--- src/rtl/mem_arb_pkg.sv ---
// Shared encodings and default tuning constants for the unified memory port arbiter.
package mem_arb_pkg;

  typedef enum logic {
    ST_IDLE = 1'b0,
    ST_BUSY = 1'b1
  } state_e;

  typedef enum logic {
    OWN_IF = 1'b0,
    OWN_DM = 1'b1
  } owner_e;

  localparam int unsigned WIN_LIMIT_DEF = 4;
  localparam int unsigned TIMEOUT_DEF   = 16;

endpackage

--- src/rtl/mem_arb_timer.sv ---
// Clearable up-counter; expired is high while count equals TIMEOUT.
// Latency: expired is registered, visible the cycle after the count lands on TIMEOUT.
// Backpressure: none; en and clr are sampled every cycle, clr has priority.
module mem_arb_timer #(
  parameter int unsigned TIMEOUT = 16
) (
  input  logic clk,
  input  logic rst,
  input  logic clr,
  input  logic en,
  output logic expired
);

  localparam logic [7:0] LIMIT = 8'(TIMEOUT);

  logic [7:0] count_q;
  logic [7:0] count_d;

  always_comb begin
    count_d = count_q;
    if (clr) begin
      count_d = '0;
    end else if (en) begin
      count_d = count_q + 8'd1;
    end
  end

  always_ff @(posedge clk or negedge rst) begin
    if (!rst) begin
      count_q <= '0;
    end else begin
      count_q <= count_d;
    end
  end

  assign expired = (count_q == LIMIT);

endmodule

--- src/rtl/mem_port_arbiter.sv ---
// Shares one memory port between fetch and data requesters, one access in flight.
// Latency: grant in IDLE, mem_req next cycle, done same cycle as mem_ready (or at timeout).
// Backpressure: requesters hold req until done; stall covers every pending-not-done requester.
module mem_port_arbiter
  import mem_arb_pkg::*;
#(
  parameter int unsigned AW        = 32,
  parameter int unsigned DW        = 32,
  parameter int unsigned WIN_LIMIT = WIN_LIMIT_DEF,
  parameter int unsigned TIMEOUT   = TIMEOUT_DEF
) (
  input  logic          clk,
  input  logic          rst,
  input  logic          if_req,
  input  logic [AW-1:0] if_adr,
  output logic          if_done,
  output logic [DW-1:0] if_rdata,
  input  logic          dm_req,
  input  logic          dm_we,
  input  logic [AW-1:0] dm_adr,
  input  logic [DW-1:0] dm_wdata,
  output logic          dm_done,
  output logic [DW-1:0] dm_rdata,
  output logic          mem_req,
  output logic          mem_we,
  output logic [AW-1:0] mem_adr,
  output logic [DW-1:0] mem_wdata,
  input  logic          mem_ready,
  input  logic [DW-1:0] mem_rdata,
  output logic          stall,
  output logic          err
);

  localparam logic [3:0] WIN_LIM = 4'(WIN_LIMIT);

  state_e        state_q,     state_d;
  owner_e        owner_q,     owner_d;
  logic [3:0]    streak_q,    streak_d;
  logic          mem_we_q,    mem_we_d;
  logic [AW-1:0] mem_adr_q,   mem_adr_d;
  logic [DW-1:0] mem_wdata_q, mem_wdata_d;
  logic          err_q,       err_d;

  logic busy, grant, timer_en, timer_expired;
  logic fin_ok, fin_to, fin, rd_pass;

  assign busy    = (state_q == ST_BUSY);
  // mem_ready beats a coinciding expiry, so the timeout path is gated by ~mem_ready.
  assign fin_ok  = busy & mem_ready;
  assign fin_to  = busy & ~mem_ready & timer_expired;
  assign fin     = fin_ok | fin_to;
  assign rd_pass = fin_ok & ~mem_we_q;

  assign timer_en = busy & ~mem_ready & ~timer_expired;

  mem_arb_timer #(
    .TIMEOUT (TIMEOUT)
  ) u_timer (
    .clk     (clk),
    .rst     (rst),
    .clr     (grant),
    .en      (timer_en),
    .expired (timer_expired)
  );

  always_comb begin
    state_d     = state_q;
    owner_d     = owner_q;
    streak_d    = streak_q;
    mem_we_d    = mem_we_q;
    mem_adr_d   = mem_adr_q;
    mem_wdata_d = mem_wdata_q;
    err_d       = err_q;
    grant       = 1'b0;
    case (state_q)
      ST_IDLE: begin
        if (dm_req && (!if_req || streak_q != WIN_LIM)) begin
          grant       = 1'b1;
          state_d     = ST_BUSY;
          owner_d     = OWN_DM;
          mem_we_d    = dm_we;
          mem_adr_d   = dm_adr;
          mem_wdata_d = dm_wdata;
          if (!if_req) begin
            streak_d = '0;
          end else if (streak_q != WIN_LIM) begin
            streak_d = streak_q + 4'd1;
          end
        end else if (if_req) begin
          grant       = 1'b1;
          state_d     = ST_BUSY;
          owner_d     = OWN_IF;
          mem_we_d    = 1'b0;
          mem_adr_d   = if_adr;
          mem_wdata_d = '0;
          streak_d    = '0;
        end
      end
      ST_BUSY: begin
        if (fin) begin
          state_d = ST_IDLE;
        end
        if (fin_to) begin
          err_d = 1'b1;
        end
      end
      default: state_d = ST_IDLE;
    endcase
  end

  always_ff @(posedge clk or negedge rst) begin
    if (!rst) begin
      state_q     <= ST_IDLE;
      owner_q     <= OWN_IF;
      streak_q    <= '0;
      mem_we_q    <= 1'b0;
      mem_adr_q   <= '0;
      mem_wdata_q <= '0;
      err_q       <= 1'b0;
    end else begin
      state_q     <= state_d;
      owner_q     <= owner_d;
      streak_q    <= streak_d;
      mem_we_q    <= mem_we_d;
      mem_adr_q   <= mem_adr_d;
      mem_wdata_q <= mem_wdata_d;
      err_q       <= err_d;
    end
  end

  assign if_done   = fin & (owner_q == OWN_IF);
  assign dm_done   = fin & (owner_q == OWN_DM);
  assign if_rdata  = (if_done & rd_pass) ? mem_rdata : '0;
  assign dm_rdata  = (dm_done & rd_pass) ? mem_rdata : '0;

  assign mem_req   = busy;
  assign mem_we    = mem_we_q;
  assign mem_adr   = mem_adr_q;
  assign mem_wdata = mem_wdata_q;
  assign err       = err_q;

  assign stall = (if_req & ~if_done) | (dm_req & ~dm_done);

endmodule

--- config.mk ---
export PLATFORM = sky130hd
export DESIGN_NAME = mem_port_arbiter
export DESIGN_NICKNAME = d
export VERILOG_FILES = /design/src/rtl/mem_arb_pkg.sv /design/src/rtl/mem_arb_timer.sv /design/src/rtl/mem_port_arbiter.sv
export SDC_FILE = /design/constraint.sdc
export NUM_CORES = 1
export LEC_CHECK = 0
export CAP_MARGIN = 20
export CORE_AREA = 2 2 104 106
export DETAILED_ROUTE_END_ITERATION = 8
export DIE_AREA = 0 0 106 108
export DONT_BUFFER_PORTS = 1
export HOLD_SLACK_MARGIN = 0.12
export SLEW_MARGIN = 10
export SYNTH_ARGS = -nofsm -noshare
export SYNTH_HDL_FRONTEND = slang
export SYNTH_SLANG_ARGS = --single-unit
--- constraint.sdc ---
create_clock -name clk -period 1.59 [get_ports clk]
set_input_delay 0.318 -clock clk [delete_from_list [all_inputs] [get_ports clk]]
set_output_delay 0.318 -clock clk [all_outputs]
set_load 0.01 [all_outputs]
==> flow_summary.json <==
{
  "gp_congestion": 0.819,
  "syn_inst": 384,
  "dieArea_um2": 11400,
  "switchingPower_mw": 2.83,
  "clkLatencyLatePin_ns": 0.34,
  "cts_buffers": 9,
  "h-tree-depth": 3,
  "status": "complete, but fails checks",
  "start_util_pct": 39.5,
  "io_buffers": 0,
  "period_needed_ns": 1.95,
  "drt_wl_total_mm": 14.2,
  "viasPerCell": 5.92,
  "yosys_warnings": 0,
  "critPathLaunchType": "flip-flop",
  "ctsHoldBuffers": 63,
  "area_delta_synth_final_pct": 43.4,
  "cts_max_path_buffers": 2,
  "first_iter_violations": 239,
  "grt_pass1_wl_mm": 20.6,
  "ant_nets": 0,
  "drv_cap": 0,
  "drive_gt1_share_pct": 31.8,
  "p_clk_share_pct": 20.4,
  "overflow": 0,
  "die_h_um": 108,
  "max_freq_mhz": 512,
  "worst-path-max-fanout": 3,
  "hold_slack_ns": -0.346,
  "antenna_found_initial": 0,
  "fp.dieW_um": 106,
  "syn-num-nets": 522,
  "timing.final.max_slew_violations": 0,
  "violations": "hold timing, setup timing",
  "max_slew_margin_pct": 73.1,
  "fin_util_pct": 56.7,
  "nNetsFinal": 611,
  "seqCellArea_um2": 2000,
  "grt_max_degree": 81,
  "fin_crit_sh_pct": 123,
  "power.leakage_nw": 2.52,
  "first_global_vias": 3706,
  "p_int_mw": 4.96,
  "core_um2": 10200,
  "num_rows": 37,
  "drcViolationCount": 0,
  "cts_root_buf": "clkbuf_8",
  "reg2reg_depth": 7,
  "numClockSinks": 80,
  "vias": 3632,
  "multi_input_area_um2": 2080,
  "crit_type": "reg -> out",
  "hold_class": "in -> async",
  "p_sw_share_pct": 36.3,
  "worst_pin_slew_ns": 0.403,
  "dp_hpwl_mm": 8.33,
  "required_ns": 1.27,
  "worst_setup_path_end_kind": "output pin",
  "nFillCells": 876,
  "setup_viol": 83,
  "ys_seq_area_share_pct": 49.5,
  "p_per_area_nw_per_um2": 1340,
  "avgRoutedWirePerCell_um": 23.0,
  "avgSynthCellArea_um2": 10.5,
  "r2r_slack_ns": -0.02,
  "worst_slack_ns": -0.363,
  "seqPwrFrac_pct": 44.8,
  "clk_pin_slew_ns": 0.09,
  "antennaDiodeCount": 0,
  "grt_util_all_layers_pct": 23.2,
  "ios": 268,
  "drt_pass1_iterations": 5,
  "peakVddDrop_mv": 0.662,
  "tritoncts": "built",
  "arrival_ns": 1.63,
  "syn_area_um2": 4050,
  "ys_types": 41,
  "hold_viol_final": 80,
  "skew_ns": 0.00973,
  "rsz0062_at_grt": "yes",
  "synth-seq-cells": 80,
  "power.share.combinational_pct": 34.8
}
[logic make-up (layout without fill, tap and decap cells)]
kind of cell / count (synthesis) / after routing / share of synthesized area [%]
compound gates: 149 / 149 / 26.4
mux: 6 / 6 / 1.48
simple gates: 99 / 99 / 15.5
xor+xnor: 1 / 1 / 0.217
flops: 80 / 80 / 49.5
fa+ha+maj: 4 / 4 / 1.24
buf+inv: 45 / 139 / 5.63
[cells in the mapped netlist]
| library cell | n | area, um^2 |
|---|---|---|
| nand3_1 | 3 | 15.0 |
| a2bb2oi_1 | 32 | 280 |
| o311ai_0 | 1 | 8.76 |
| xor2_1 | 1 | 8.76 |
| or4_4 | 1 | 11.3 |
| nand4_1 | 1 | 6.26 |
| buf_2 | 11 | 55.1 |
| buf_6 | 4 | 45.0 |
| nor3_1 | 1 | 5.00 |
| nand2_1 | 9 | 33.8 |
| ha_1 | 4 | 50.1 |
| o31ai_1 | 1 | 7.51 |
| dfrtp_1 | 80 | 2000 |
| a21o_1 | 2 | 15.0 |
| a21oi_1 | 4 | 20.0 |
| buf_4 | 4 | 30.0 |
| and3b_1 | 1 | 8.76 |
| a22o_1 | 33 | 289 |
| and4b_1 | 1 | 10.0 |
| nor3b_2 | 1 | 12.5 |
| o32ai_1 | 1 | 8.76 |
| o41ai_1 | 1 | 8.76 |
| nor3_4 | 1 | 16.3 |
| o21bai_1 | 1 | 7.51 |
| nor2_2 | 1 | 6.26 |
| or3_1 | 2 | 12.5 |
| nor2b_1 | 1 | 6.26 |
| nor2_1 | 4 | 15.0 |
| mux2i_1 | 6 | 60.1 |
| or3_2 | 1 | 7.51 |
| and3_1 | 1 | 6.26 |
| o21ai_0 | 38 | 190 |
| and4bb_2 | 1 | 12.5 |
| o21bai_2 | 1 | 11.3 |
| o21ai_4 | 1 | 16.3 |
| a31oi_1 | 33 | 206 |
| clkbuf_1 | 17 | 63.8 |
| nand3b_1 | 2 | 15.0 |
| inv_1 | 9 | 33.8 |
| and2_1 | 64 | 400 |
| nand4b_1 | 3 | 26.3 |
[power by group through the flow]
stage                     clock, mW  combinational [mW]  sequential, mW
after floorplan                   0                1.47            3.34
after global placement            0                1.86            3.50
after detailed placement          0                1.93            3.49
after CTS                      1.66                2.53            3.47
after global routing           1.74                2.91            3.55
final                          1.59                2.71            3.49
[worst paths after layout]
check                                               start                              to
max                        u_timer.count_q[7]$_DFFE_PN0P_                           stall
min                                                   rst         mem_adr[17]$_DFFE_PN0P_
max reg2reg                       streak_q[1]$_DFFE_PN0P_       mem_wdata[13]$_DFFE_PN0P_
min reg2reg                               err$_DFFE_PN0P_                 err$_DFFE_PN0P_
max in group asynchronous                             rst  u_timer.count_q[1]$_DFFE_PN0P_
min in group clk                                if_adr[2]          mem_adr[2]$_DFFE_PN0P_
[state kept, by name, indices dropped and copies added, names as in the netlist]
name,count
mem_adr,32
mem_wdata,32
u_timer.count_q,8
streak_q,4
err,1
mem_req,1
mem_we,1
owner_q,1
[worst max-delay path: stages (launching register included)]
cell and delay (ns):
dfrtp_1 0.39, or4_4 0.55, o21bai_4 0.13, buf_4 0.13, a31oi_4 0.09
[placed cells by master (no fill, tap or decap), types with 2 or more instances in the layout]
master / n
dlygate4sd3_1: 63
nand3b_1: 2
inv_1: 8
a22o_1: 33
o21ai_1: 6
dfrtp_1: 79
nand4b_1: 3
or3_1: 2
clkbuf_16: 3
ha_1: 3
o21bai_4: 2
buf_6: 9
and2_4: 64
buf_4: 25
nor3_4: 2
nor2_1: 4
o21ai_0: 32
a31oi_1: 30
buf_12: 8
clkbuf_8: 9
mux2i_1: 6
a2bb2oi_1: 32
nand2_1: 8
a21oi_1: 4
buf_16: 5
nand3_1: 2
a31oi_4: 2
inv_6: 4
a21o_1: 2
[metrics by stage]
step / total power, mW / cells / setup slack (ns) / TNS [ns] / area [um^2]
final: 7.79 / 614 / -0.363 / -19.72 / 5800
after global routing: 8.21 / 614 / -0.440 / -27.10 / 5800
after CTS: 7.66 / 608 / -0.404 / -21.26 / 5660
after detailed placement: 5.42 / 511 / -0.00209 / -0.00321 / 4320
after global placement: 5.36 / 511 / 0.0118 / 0 / 4320
after floorplan: 4.81 / 384 / -0.0483 / -0.0947 / 4060
[per-layer routing]
| metal | track usage [%] | vias to the layer above | share of wire [%] |
|---|---|---|---|
| met5 | 0 | - | 0 |
| met4 | 8.18 | 0 | 1.6 |
| met3 | 6.21 | 16 | 7.0 |
| met2 | 36.0 | 197 | 50 |
| met1 | 31.4 | 1829 | 41 |
| li1 | - | 1590 | - |
[cell type report]
| class | count | area share (%) |
|---|---|---|
| clock buffer | 9 | 2.14 |
| clock inverter | 7 | 1.45 |
| multi-input combinational | 259 | 35.8 |
| tap | 136 | 2.93 |
| inverter | 9 | 0.582 |
| timing repair buffer | 114 | 22.5 |
| sequential | 80 | 34.5 |
[repair_timing]
action / 4_1_cts / 5_1_grt
buffers inserted: 12 / 5
endpoints found under the setup margin: 68 / 105
cloned: 6 / 3
gates resized for setup: 84 / 19
hold endpoints to repair: 143 / 80
pin swaps: 58 / 34
No activity file was read; power rests on OpenSTA's default activity.
